[config.mk]
export PLATFORM = sky130hd
export DESIGN_NAME = my_br_param
export DESIGN_NICKNAME = d
export VERILOG_FILES = /design/src/rtl/my_br_pkg.sv /design/src/rtl/my_br_rd_port.sv /design/src/rtl/my_br_param.sv
export SDC_FILE = /design/constraint.sdc
export NUM_CORES = 2
export LEC_CHECK = 0
export CELL_PAD_IN_SITES_DETAIL_PLACEMENT = 0
export CELL_PAD_IN_SITES_GLOBAL_PLACEMENT = 1
export CORE_MARGIN = 8
export CORE_UTILIZATION = 35
export CTS_BUF_LIST = sky130_fd_sc_hd__clkbuf_4 sky130_fd_sc_hd__clkbuf_8
export DETAILED_ROUTE_END_ITERATION = 10
export PLACE_DENSITY = 0.6
export SLEW_MARGIN = 20
export SYNTH_ARGS = -nofsm -noshare
export SYNTH_HDL_FRONTEND = slang
export SYNTH_SLANG_ARGS = --single-unit
[constraint.sdc]
create_clock -name clk -period 4.3 [get_ports clk]
set_input_delay 0.86 -clock clk [delete_from_list [all_inputs] [get_ports clk]]
set_output_delay 0.86 -clock clk [all_outputs]
set_load 0.01 [all_outputs]
[src/rtl/my_br_pkg.sv]
// my_br_pkg
//   Shared definitions for the parametrised register bank (my_br_param):
//   default geometry, the clear/run state encoding and a helper that
//   locates port i inside a packed multi-port bus.
package my_br_pkg;

  localparam int unsigned DEF_DATA_W = 32;
  localparam int unsigned DEF_ADDR_W = 5;

  typedef enum logic {
    ST_CLEAR = 1'b0,
    ST_RUN   = 1'b1
  } br_state_e;

  // LSB position of port idx in a bus packing ports of width w side by side.
  function automatic int unsigned port_lsb(input int unsigned idx,
                                           input int unsigned w);
    return idx * w;
  endfunction

endpackage

[src/rtl/my_br_rd_port.sv]
// my_br_rd_port
//   One combinational read port of the register bank.
//   Ports:
//     run_i      - bank is in RUN; reads are forced to zero otherwise
//     rd_addr_i  - read address
//     mem_i      - full array contents
//     wr_en_i / wr_addr_i / wr_data_i - write port, used only for forwarding
//     rd_data_o  - read data
//   Macro MY_BR_BYPASS_EN: when defined, a write in progress to the same
//   address is forwarded to rd_data_o in the same cycle.
module my_br_rd_port
  import my_br_pkg::*;
#(
  parameter int unsigned DATA_W   = DEF_DATA_W,
  parameter int unsigned ADDR_W   = DEF_ADDR_W,
  parameter int unsigned ZERO_REG = 1
) (
  input  logic              run_i,
  input  logic [ADDR_W-1:0] rd_addr_i,
  input  logic [DATA_W-1:0] mem_i [2**ADDR_W],
  input  logic              wr_en_i,
  input  logic [ADDR_W-1:0] wr_addr_i,
  input  logic [DATA_W-1:0] wr_data_i,
  output logic [DATA_W-1:0] rd_data_o
);

  logic is_zero;
  assign is_zero = (ZERO_REG != 0) && (rd_addr_i == '0);

`ifdef MY_BR_BYPASS_EN
  logic fwd;
  assign fwd = run_i && wr_en_i && (wr_addr_i == rd_addr_i) && !is_zero;
`else
  logic unused_bypass;
  assign unused_bypass = ^{wr_en_i, wr_addr_i, wr_data_i};
`endif

  always_comb begin
    rd_data_o = '0;
    if (run_i && !is_zero) begin
      rd_data_o = mem_i[rd_addr_i];
`ifdef MY_BR_BYPASS_EN
      if (fwd) begin
        rd_data_o = wr_data_i;
      end
`endif
    end
  end

endmodule

[src/rtl/my_br_param.sv]
// my_br_param
//   Parametrised register bank: NUM_RD combinational read ports, one
//   synchronous write port, a sequenced clear after every reset, an
//   optional hardwired-zero entry 0 and a dropped-write flag.
//   Ports:
//     clk      - rising-edge clock
//     rst_n    - synchronous active-low reset
//     rd_addr  - packed read addresses, port i at [i*ADDR_W +: ADDR_W]
//     rd_data  - packed read data, port i at [i*DATA_W +: DATA_W]
//     wr_en / wr_addr / wr_data - write port
//     ready    - array cleared, writes accepted
//     wr_drop  - one-cycle pulse after a write discarded during clear
//   Macro MY_BR_BYPASS_EN: same-cycle write-to-read forwarding.
//
//   state    | meaning
//   ---------+---------------------------------------------------------
//   ST_CLEAR | zeroing one entry per cycle; writes dropped, reads 0
//   ST_RUN   | normal operation; writes accepted
module my_br_param
  import my_br_pkg::*;
#(
  parameter int unsigned DATA_W   = DEF_DATA_W,
  parameter int unsigned ADDR_W   = DEF_ADDR_W,
  parameter int unsigned NUM_RD   = 2,   // 1..4
  parameter int unsigned ZERO_REG = 1
) (
  input  logic                     clk,
  input  logic                     rst_n,
  input  logic [NUM_RD*ADDR_W-1:0] rd_addr,
  output logic [NUM_RD*DATA_W-1:0] rd_data,
  input  logic                     wr_en,
  input  logic [ADDR_W-1:0]        wr_addr,
  input  logic [DATA_W-1:0]        wr_data,
  output logic                     ready,
  output logic                     wr_drop
);

  localparam int unsigned DEPTH = 2**ADDR_W;

  br_state_e         state_q;
  logic [ADDR_W-1:0] clr_idx_q;
  logic              ready_q;
  logic              wr_drop_q;
  logic [DATA_W-1:0] mem_q [DEPTH];

  logic run;
  logic wr_ok;
  assign run   = (state_q == ST_RUN);
  assign wr_ok = wr_en && !((ZERO_REG != 0) && (wr_addr == '0));

  always_ff @(posedge clk) begin
    if (!rst_n) begin
      state_q   <= ST_CLEAR;
      clr_idx_q <= '0;
      ready_q   <= 1'b0;
      wr_drop_q <= 1'b0;
    end else begin
      case (state_q)
        ST_CLEAR: begin
          wr_drop_q <= wr_en;
          clr_idx_q <= clr_idx_q + ADDR_W'(1);
          // Leave on the last index so the counter never wraps.
          if (clr_idx_q == ADDR_W'(DEPTH - 1)) begin
            state_q <= ST_RUN;
            ready_q <= 1'b1;
          end
        end
        ST_RUN: begin
          wr_drop_q <= 1'b0;
        end
      endcase
    end
  end

  // Array is left untouched on the reset edge; the clear sequence owns it.
  always_ff @(posedge clk) begin
    if (rst_n) begin
      if (state_q == ST_CLEAR) begin
        mem_q[clr_idx_q] <= '0;
      end else if (wr_ok) begin
        mem_q[wr_addr] <= wr_data;
      end
    end
  end

  for (genvar i = 0; i < NUM_RD; i++) begin : g_rd
    my_br_rd_port #(
      .DATA_W   (DATA_W),
      .ADDR_W   (ADDR_W),
      .ZERO_REG (ZERO_REG)
    ) u_rd_port (
      .run_i     (run),
      .rd_addr_i (rd_addr[port_lsb(i, ADDR_W) +: ADDR_W]),
      .mem_i     (mem_q),
      .wr_en_i   (wr_en),
      .wr_addr_i (wr_addr),
      .wr_data_i (wr_data),
      .rd_data_o (rd_data[port_lsb(i, DATA_W) +: DATA_W])
    );
  end

  assign ready   = ready_q;
  assign wr_drop = wr_drop_q;

endmodule

==> reports/metrics.cfg <==
[outcome]
status = finished, final reports clean

[critical_path]
worstRegToRegCells = 6
arrival_ns = 3.43
crit_required_ns = 3.44
cp-end-kind = primary output
rr_startpoint = clr_idx_q[0]$_SDFFE_PN0N_
critical_path_peak_fanout = 32
r2r_end = mem_q[911]$_DFFE_PP_
critPathKind = reg -> out
timing.reg2reg.setup_slack_ns = 1.19
start_kind = flop

[hold_path]
min_to = ready$_SDFFE_PN0P_
min_from = ready$_SDFFE_PN0P_
worstHoldPathType = reg -> reg
holdPathStages = 2

[finish]
syn_to_final_growth_pct = 18.6
fin_nets = 5609
drive_gt1_share_pct = 23.6

[floorplan]
die-area_mm2 = 0.182
die_w_um = 427
placementRows = 151
die_y_um = 427
io_pins = 116
coreArea_mm2 = 0.169
initial_utilization_pct = 35.1

[synth]
synthFlopType = edfxtp_1
synth_edf_count = 1024
syn_avg_cell_area_um2 = 11.1
synth.distinct_cells = 51
synth_top_cell_by_area = edfxtp_1
netlist_top_cells_area = edfxtp_1 (52%), mux4_2 (9.6%), o21ai_0 (8.7%)
syn_nets = 5366
synth_warnings = 0
synthCells = 5311
yosys.area.top_type_share_pct = 52.0
synth-seq-cells = 1032
synth_area_mm2 = 0.0592
seq_area_frac_synth_pct = 52.2
async_flop_share_pct = 0

[placement]
portBuffers = 115
gp_congestion = 0.955
place_ws_ns = -0.0789
hpwl_um = 177000

[sta]
slew_headroom_pct = 24.4
fmax_ghz = 0.233
fin_crit_sh_pct = 99.7
hold_viol = 0
slew_viol_final = 0
fin_skew_ns = 0.0283
rsz0062_at_grt = true
period_minus_slack_ns = 4.29
finalSetupViolations = 0
finalSetupTns_ns = 0
whs_ns = 0.504
worst_pin_slew_ns = 1.13
fin_ws_ns = 0.0117

[power_and_ir_drop]
irDropWorstVdd_v = 0.000190
power_density_mw_per_mm2 = 358
leakage_nw = 26.2

[clock_network]
cts_inserted_buffers = 188
cts.clk_slew.worst_paths_ns = 0.06
clk_latency_ns = 0.94
htree_levels = 4
clkSinkCount = 1032
clk_path_buf_depth = 3
cts_tree = built
clockRootBuffer = clkbuf_8

[routing]
viasPerCell = 6.23
wirelength_um = 271000
antenna_left = 0
firstDrtPassIters = 6
drc = 0
drt-initial-drc-count = 6462
routedWlPerCell_um = 34.2
vias = 49437

[global_routing]
grt_pass1_vias = 46994
grt_overflow = 0
track_usage_pct = 28.9
grt_pass1_wl_um = 377000
antenna_found_initial = 13
grt_max_degree = 57

[run]
drv_cap = 0

## Yosys cell counts, types with 4 or more instances
cell type and count:
a211oi_1 65, nand4_1 65, a22oi_1 161, and3_1 35, mux2i_1 262, nor2_1 37
inv_1 27, buf_1 8, buf_2 188, nand3_1 65, nand2_1 1033, nor2b_1 80
buf_4 28, nor3_1 4, clkbuf_1 313, a31oi_1 47, o21ai_0 1025, mux4_2 252
a21oi_1 77, and2_1 42, mux2_2 195, o22ai_1 65, a22o_1 96, or3_1 63
dfxtp_1 8, edfxtp_1 1024, ha_1 5, nand2b_1 8
## routing by layer
metal / global-route usage, % / up-vias / wire (um)
met3: 7.30 / 603 / 28300
met5: 0 / - / 96
li1: - / 20644 / -
met1: 38.1 / 25189 / 107000
met4: 12.7 / 16 / 13400
met2: 44.9 / 2985 / 122000
## worst max-delay path by stage
stage                               from                    to  slack, ns
after floorplan               wr_addr[4]  mem_q[704]$_DFFE_PP_       0.53
after global placement        rd_addr[2]           rd_data[22]      -0.06
after detailed placement      rd_addr[9]           rd_data[56]      -0.08
after CTS                 run$_SDFF_PN0_           rd_data[22]     -0.006
after global routing      run$_SDFF_PN0_           rd_data[33]      -0.02
final                     run$_SDFF_PN0_           rd_data[63]       0.01
## cells in the final DEF (no fill, tap or decap), types with 6 or more instances in the layout
master,instances
o21ai_0,1024
a21oi_4,45
clkdlybuf4s50_1,103
nor2_4,7
buf_4,392
a31oi_4,16
nand3_1,65
nand2_1,1029
and3_1,34
clkinv_2,23
nor2_1,29
clkinvlp_4,6
a22o_1,96
or3_1,54
or3_4,9
a31oi_1,31
nand4_1,65
buf_12,83
o22ai_1,65
clkbuf_8,196
a21oi_1,32
bufinv_16,8
and2_1,38
mux2_2,195
a211oi_1,65
dfxtp_1,6
nor2b_1,73
clkbuf_4,55
edfxtp_1,1024
mux2i_1,262
inv_1,27
mux4_2,252
a22oi_1,158
clkinv_1,49
## cell families (layout without fill, tap and decap cells)
family	Yosys count	in the layout	synth area share [%]
AO/OA/AOI/OAI	1542	1542	14.9
AND/OR/NAND/NOR	1453	1453	10.8
flip-flops	1032	1032	52.2
multiplexers	709	709	17.7
buffers and inverters	567	963	4.20
adder cells (fa/ha/maj)	5	5	0.106
XOR/XNOR	3	3	0.0444
other	0	4	0
## final cells by class
type	count	area, um^2
diodes	4	10.0
flip-flops and latches	1032	30900
multi-input cells	3712	26800
clock inverters	93	656
fillers	16281	98500
inverters	27	101
well taps	2218	2780
repair buffers	593	5870
clock buffers	250	3100
## registers in the layout, summed over array words and instances, names as in the netlist
signal / count
mem_q: 1024
clr_idx_q: 5
ready: 1
run: 1
wr_drop: 1
## worst max-delay path, stage by stage, from the launching register on
cell	delay, ns
dfxtp_4	0.47
inv_1	0.12
nor4b_4	0.35
buf_12	0.30
a22oi_1	0.16
buf_4	0.19
nand4_1	0.07
buf_4	0.18
clkdlybuf4s50_1	0.56
## power by group
part	internal, W	switching [W]	total [W]	leakage, nW
logic	0.00128	0.00177	0.00305	14.1
clock network	0.00516	0.00462	0.00978	1.97
registers	0.0118	0.000468	0.0123	10.1
total	0.0183	0.00686	0.0251	26.2
## what timing repair did
item | CTS | global route
setup buffers | 3 | 0
gates cloned | 1 | 1
hold buffers | 0 | 0
pin swaps | 1 | 1
endpoints found under the setup margin | 39 | 7
gates resized for setup | 25 | 10
## through the flow
stage	std cells	total power (W)	instance area, um^2	util (%)
6_report	7929	0.0251	70200	41.6
5_1_grt	7926	0.0258	70200	41.6
4_1_cts	7924	0.0252	70100	41.6
3_5_place_dp	7578	0.0155	66200	39.3
3_3_place_gp	7578	0.0154	66200	39.3
2_1_floorplan	5311	0.0141	59200	-
No activity file was read; power rests on OpenSTA's default activity.
